[src/rtl/filt_pkg.sv]
// Shared constants for the edge-deglitch filter bank: tick width, channel-id width,
// default prescale and filter time, plus the zero-filter-time guard.
package filt_pkg;
  localparam int TICK_W = 8;
  localparam int CHID_W = 3;
  localparam int PRESCALE_DEF = 30;
  localparam logic [TICK_W-1:0] FILTER_TIME_DEF = 8'd200;

  // A filter time of zero would make the deadline equal the capture timer; treat it as one tick.
  function automatic logic [TICK_W-1:0] eff_ft(input logic [TICK_W-1:0] ft);
    return (ft == '0) ? TICK_W'(1) : ft;
  endfunction
endpackage

[src/rtl/filter_timebase.sv]
// Shared timebase: prescaler, free-running tick counter and the filter-time shadow register.
// Handshake: cfg_wr_i is a one-clk pulse that loads the shadow; cfg_ack_o pulses (together with tick_o) when the shadow becomes active.
module filter_timebase
  import filt_pkg::*;
#(
  parameter int                PRESCALE    = PRESCALE_DEF,
  parameter logic [TICK_W-1:0] FILTER_TIME = FILTER_TIME_DEF
) (
  input  logic              clk,
  input  logic              rst,
  input  logic              en_i,
  input  logic              cfg_wr_i,
  input  logic [TICK_W-1:0] cfg_time_i,
  output logic [TICK_W-1:0] timer_o,
  output logic              tick_o,
  output logic [TICK_W-1:0] ft_o,
  output logic              cfg_ack_o
);
  localparam int PW = (PRESCALE > 1) ? $clog2(PRESCALE) : 1;
  localparam logic [PW-1:0] PRE_LAST = PW'(PRESCALE - 1);

  logic [PW-1:0]     pre_q, pre_d;
  logic [TICK_W-1:0] timer_q, timer_d;
  logic              tick_q, tick_d;
  logic [TICK_W-1:0] ft_q, ft_d;
  logic [TICK_W-1:0] sh_q, sh_d;
  logic              shv_q, shv_d;
  logic              ack_q, ack_d;

  always_comb begin
    pre_d   = pre_q;
    timer_d = timer_q;
    tick_d  = 1'b0;
    ft_d    = ft_q;
    sh_d    = sh_q;
    shv_d   = shv_q;
    ack_d   = 1'b0;
    if (cfg_wr_i) begin
      sh_d  = cfg_time_i;
      shv_d = 1'b1;
    end
    if (en_i) begin
      if (pre_q == PRE_LAST) begin
        pre_d   = '0;
        timer_d = timer_q + TICK_W'(1);
        tick_d  = 1'b1;
        // A write landing on the tick edge stays pending for the following tick.
        if (shv_q) begin
          ft_d  = sh_q;
          ack_d = 1'b1;
          shv_d = cfg_wr_i;
        end
      end else begin
        pre_d = pre_q + PW'(1);
      end
    end
  end

  always_ff @(posedge clk) begin
    if (rst) begin
      pre_q   <= '0;
      timer_q <= '0;
      tick_q  <= 1'b0;
      ft_q    <= FILTER_TIME;
      sh_q    <= '0;
      shv_q   <= 1'b0;
      ack_q   <= 1'b0;
    end else begin
      pre_q   <= pre_d;
      timer_q <= timer_d;
      tick_q  <= tick_d;
      ft_q    <= ft_d;
      sh_q    <= sh_d;
      shv_q   <= shv_d;
      ack_q   <= ack_d;
    end
  end

  assign timer_o   = timer_q;
  assign tick_o    = tick_q;
  assign ft_o      = ft_q;
  assign cfg_ack_o = ack_q;
endmodule

[src/rtl/filter_bank_sched.sv]
// Multi-channel edge deglitcher: per-channel synchronise/capture every clk, one shared
// deadline comparator visited round-robin, registered change strobe with channel id.
module filter_bank_sched
  import filt_pkg::*;
#(
  parameter int                NCH         = 4,
  parameter int                PRESCALE    = PRESCALE_DEF,
  parameter logic [TICK_W-1:0] FILTER_TIME = FILTER_TIME_DEF
) (
  input  logic              clk,
  input  logic              rst,
  input  logic              en,
  input  logic [NCH-1:0]    sin,
  input  logic              cfg_wr,
  input  logic [TICK_W-1:0] cfg_time,
  output logic              cfg_ack,
  output logic [TICK_W-1:0] timer,
  output logic              tick,
  output logic [NCH-1:0]    sout,
  output logic              chg_stb,
  output logic [CHID_W-1:0] chg_id
);
  logic [TICK_W-1:0] ft;
  logic [TICK_W-1:0] ft_eff;

  filter_timebase #(
    .PRESCALE    (PRESCALE),
    .FILTER_TIME (FILTER_TIME)
  ) u_timebase (
    .clk        (clk),
    .rst        (rst),
    .en_i       (en),
    .cfg_wr_i   (cfg_wr),
    .cfg_time_i (cfg_time),
    .timer_o    (timer),
    .tick_o     (tick),
    .ft_o       (ft),
    .cfg_ack_o  (cfg_ack)
  );

  logic [NCH-1:0]             meta_q, sync_q, prev_q;
  logic [NCH-1:0]             edg;
  logic [NCH-1:0]             lvl_q, lvl_d;
  logic [NCH-1:0]             pend_q, pend_d;
  logic [NCH-1:0][TICK_W-1:0] dl_q, dl_d;
  logic [NCH-1:0]             sout_q, sout_d;
  logic [NCH-1:0]             hit;
  logic [CHID_W-1:0]          slot_q, slot_d;
  logic                       stb_q, stb_d;
  logic [CHID_W-1:0]          id_q, id_d;

  assign edg    = sync_q ^ prev_q;
  assign ft_eff = eff_ft(ft);

  // The single comparator: only the channel under the slot pointer can hit its deadline.
  always_comb begin
    for (int i = 0; i < NCH; i++) begin
      hit[i] = en && (slot_q == CHID_W'(i)) && pend_q[i] && (dl_q[i] == timer) && !edg[i];
    end
  end

  always_comb begin
    lvl_d  = lvl_q;
    pend_d = pend_q;
    dl_d   = dl_q;
    sout_d = sout_q;
    stb_d  = 1'b0;
    id_d   = id_q;
    slot_d = (slot_q == CHID_W'(NCH - 1)) ? '0 : slot_q + CHID_W'(1);
    if (!en) begin
      pend_d = '0;
    end else begin
      for (int i = 0; i < NCH; i++) begin
        if (edg[i]) begin
          lvl_d[i]  = sync_q[i];
          dl_d[i]   = timer + ft_eff;
          pend_d[i] = 1'b1;
        end else if (hit[i]) begin
          pend_d[i] = 1'b0;
          sout_d[i] = lvl_q[i];
          if (lvl_q[i] != sout_q[i]) begin
            stb_d = 1'b1;
            id_d  = CHID_W'(i);
          end
        end
      end
    end
  end

  always_ff @(posedge clk) begin
    if (rst) begin
      meta_q <= '0;
      sync_q <= '0;
      prev_q <= '0;
      lvl_q  <= '0;
      pend_q <= '0;
      dl_q   <= '0;
      sout_q <= '0;
      slot_q <= '0;
      stb_q  <= 1'b0;
      id_q   <= '0;
    end else begin
      meta_q <= sin;
      sync_q <= meta_q;
      prev_q <= sync_q;
      lvl_q  <= lvl_d;
      pend_q <= pend_d;
      dl_q   <= dl_d;
      sout_q <= sout_d;
      slot_q <= slot_d;
      stb_q  <= stb_d;
      id_q   <= id_d;
    end
  end

  assign sout    = sout_q;
  assign chg_stb = stb_q;
  assign chg_id  = id_q;
endmodule
[config.mk]
export PLATFORM = sky130hd
export DESIGN_NAME = filter_bank_sched
export DESIGN_NICKNAME = d
export VERILOG_FILES = /design/src/rtl/filt_pkg.sv /design/src/rtl/filter_timebase.sv /design/src/rtl/filter_bank_sched.sv
export SDC_FILE = /design/constraint.sdc
export NUM_CORES = 1
export LEC_CHECK = 0
export CAP_MARGIN = 5
export CORE_MARGIN = 8
export CORE_UTILIZATION = 61
export CTS_BUF_LIST = sky130_fd_sc_hd__clkbuf_4
export DETAILED_ROUTE_END_ITERATION = 10
export PLACE_DENSITY = 0.92
export REMOVE_ABC_BUFFERS = 1
export SETUP_SLACK_MARGIN = 0.05
export SYNTH_ARGS = -nofsm -noshare
export SYNTH_HDL_FRONTEND = slang
export SYNTH_SLANG_ARGS = --single-unit
[constraint.sdc]
create_clock -name clk -period 2.8 [get_ports clk]
set_input_delay 0.56 -clock clk [delete_from_list [all_inputs] [get_ports clk]]
set_output_delay 0.56 -clock clk [all_outputs]
set_load 0.01 [all_outputs]
==> flow_metrics.env <==
export IMPL_status="complete, no violations"
export IMPL_clock_latency_ns=0.45
export IMPL_power_w=0.00241
export IMPL_io_buffers=33
export IMPL_htree_levels=3
export IMPL_netlist_instances=507
export IMPL_ant_nets=0
export IMPL_syn_area_per_cell_um2=8.93
export IMPL_grt_start_max_net_pins=48
export IMPL_setup_violations=0
export IMPL_final_cell_mix="95 x dfxtp_1, 61 x nand2_1, 37 x nor2_1, 33 x a21oi_1, 32 x clkdlybuf4s50_1"
export IMPL_hold_class="register to register"
export IMPL_via_per_inst=5.82
export IMPL_skew_ns=0.0183
export IMPL_p_leak_nw=1.98
export IMPL_grt_setup_unrepaired="false"
export IMPL_setup_worst_path_start="u_timebase.ft_o[4]"
export IMPL_antenna_found_initial=0
export IMPL_final_setup_tns_ns=0
export IMPL_timing_critical_path_to_type="register"
export IMPL_async_reset_ff_share_pct=0
export IMPL_dpl_cell_count=616
export IMPL_netlist_area_leader_share_pct=42.0
export IMPL_design_core_area_um2=7210
export IMPL_cts_tree="yes"
export IMPL_cp_endpoint="dl_q[30]"
export IMPL_start_kind="register"
export IMPL_ys_warn_count=0
export IMPL_first_pass_iters=7
export IMPL_overflow=0
export IMPL_vias=3676
export IMPL_grt_use_total_pct=21.7
export IMPL_critPathBufInv=1
export IMPL_ys_seq_elements=95
export IMPL_path_depth=10
export IMPL_synth_seq_area_share_pct=42.0
export IMPL_routedWlPerCell_um=16.5
export IMPL_max_stage_delay_ns=0.40
export IMPL_crit_top_cell="o21a_1"
export IMPL_postCtsHoldBufs=0
export IMPL_ys_flop_type="dfxtp_1"
export IMPL_hpwlAfterDp_um=7390
export IMPL_yosysTopAreaCell="dfxtp_1"
export IMPL_slew_violations=0
export IMPL_drc=0
export IMPL_cts_root_buffer="clkbuf_4"
export IMPL_period_needed_ns=2.36
export IMPL_final_cells=632
export IMPL_cp_arrival_ns=2.69
export IMPL_tightest_slew_ns=0.652
export IMPL_critPathTopFamily="compound AO/OA/AOI/OAI gates"
export IMPL_drive_gt1_share_pct=6.19
export IMPL_antenna_cells=0
export IMPL_p_per_area_nw_per_um2=476
export IMPL_worst_ir_drop_vdd_mv=0.390
export IMPL_rows=31
export IMPL_critPathMaxFanout=5
export IMPL_fillers=558
export IMPL_hold_viol=0
export IMPL_synthTopCellsByArea="dfxtp_1 42%, xor2_1 6.0%, nand2_1 5.1%"
export IMPL_nets=560
export IMPL_die_w_um=102
export IMPL_synth_distinct_cells=54
export IMPL_cap_violations=0
export IMPL_relSlewSlack_pct=56.2
export IMPL_cp_required_ns=3.13
export IMPL_drtIter0Drc=222
export IMPL_layout_commonest_cell="dfxtp_1"
export IMPL_critPathSlowestCell="fa_1"
export IMPL_r2r_cells=10
export IMPL_die_y_um=102
export IMPL_fmax_ghz=0.423
export IMPL_rrSetupSlack_ns=0.44
export IMPL_reg2reg_from="u_timebase.ft_o[4]"
export IMPL_cts_sinks=95
export IMPL_grt_pass1_wl_um=17600
export IMPL_grt_pass1_vias=3761
export IMPL_synth_area_um2=4530
export IMPL_cts_buffers=9
export IMPL_path_cells="nor4_1 -> a21o_1 -> ha_1 -> inv_1 -> fa_1 -> nor2b_1 -> o21a_1 -> o21a_1 -> o21a_1 -> o311ai_1"
export IMPL_cts_clk_slew_worst_paths_ns=0.14
export IMPL_postCtsSetupBuffers=0
export IMPL_reg2reg_to="dl_q[30]"
export IMPL_initial_core_util_pct=62.8
export IMPL_dieArea_um2=10400
export IMPL_ios=34
export IMPL_crit_type="register to register"
export IMPL_fin_crit_sh_pct=84.4
export IMPL_syn_to_final_growth_pct=11.6
export IMPL_synth_edf_count=0
export IMPL_clockBufferDepth=2
export IMPL_cts_resized=0
export IMPL_gp_congestion=0.858
export IMPL_totalWireLength_um=10400
-- worst reg2reg max path: cells and delay by family, from the launching register on --
kind                     cells  cell delay (ns)
AO/OA/AOI/OAI                5             0.86
adder cells (fa/ha/maj)      2             0.55
buffers and inverters        1             0.05
flip-flops                   1             0.36
AND/OR/NAND/NOR              2             0.42
-- cell type report --
class / instances / area, µm² / share of cell area [%]
sequential: 95 / 1900 / 37.6
tap: 99 / 124 / 2.45
timing repair buffer: 44 / 420 / 8.31
inverter: 9 / 33.8 / 0.668
clock buffer: 9 / 67.6 / 1.34
multi-input combinational: 369 / 2420 / 47.9
clock inverter: 7 / 87.6 / 1.73
-- metal layers --
metal | up-vias | part of all wire [%] | global-route usage (%)
met1 | 1709 | 41 | 25.1
li1 | 1787 | - | -
met3 | 37 | 7.2 | 5.86
met2 | 143 | 48 | 35.3
met4 | 0 | 3.5 | 12.3
met5 | - | 0 | 0
-- worst min-delay path by stage --
stage / start / end / slack, ns / cells past startpoint
detailed placement: meta_q[2] / sync_q[2] / 0.42 / 1
finish: meta_q[3] / sync_q[3] / 0.44 / 1
global placement: meta_q[3] / sync_q[3] / 0.42 / 1
CTS: meta_q[2] / sync_q[2] / 0.45 / 1
floorplan: meta_q[0] / sync_q[0] / 0.41 / 1
global route: meta_q[2] / sync_q[2] / 0.47 / 1
-- flip-flops by register name, summed over array words and instances, names as in the netlist, 3 cells and up --
signal	flops
sout	4
prev_q	4
meta_q	4
sync_q	4
dl_q	32
u_timebase.pre_q	5
chg_id	3
slot_q	3
lvl_q	4
pend_q	4
u_timebase.sh_q	8
u_timebase.timer_o	8
u_timebase.ft_o	8
-- cells in the mapped netlist (all sizes together) (2+ instances only) --
master,count
dfxtp,95
and4b,2
o21a,5
mux2i,12
nand4,5
a21oi,33
nor3b,8
clkbuf,25
buf,9
o21ai,13
nor4,10
nand3b,3
and2b,2
and3,7
xnor2,22
nor4bb,2
and2,5
nand2,61
nor2b,17
nor4b,4
and4,4
inv,9
a211oi,8
o211ai,5
nor2,37
nand4b,3
or4,2
xor2,32
nand3,15
nor3,12
nand2b,7
ha,15
o311ai,5
-- logic make-up after synthesis --
kind of cell             after synthesis  synth area share [%]
AO/OA/AOI/OAI                         79                  11.0
XOR/XNOR                              54                  10.6
adder cells (fa/ha/maj)               16                  4.59
buffers and inverters                 43                  4.56
flip-flops                            95                  42.0
multiplexers                          12                  2.65
AND/OR/NAND/NOR                      208                  24.6
-- where the power goes --
group,switching [W],internal (W),total (W)
Clock,0.000451,0.000355,0.000806
Sequential,0.0000307,0.00139,0.00142
Combinational,0.0000990,0.0000818,0.000181
Total,0.000581,0.00183,0.00241
-- per-stage QoR --
| step | setup slack, ns | util [%] | hold WS (ns) | area [µm²] |
|---|---|---|---|---|
| after floorplan | 0.716 | - | 0.414 | 4360 |
| after global placement | 0.346 | 67.9 | 0.417 | 4900 |
| after detailed placement | 0.225 | 67.9 | 0.420 | 4900 |
| after CTS | 0.447 | 70.1 | 0.452 | 5060 |
| after global routing | 0.212 | 70.1 | 0.468 | 5060 |
| final | 0.437 | 70.1 | 0.442 | 5060 |
Note: power is estimated with default switching activity, not from simulation.
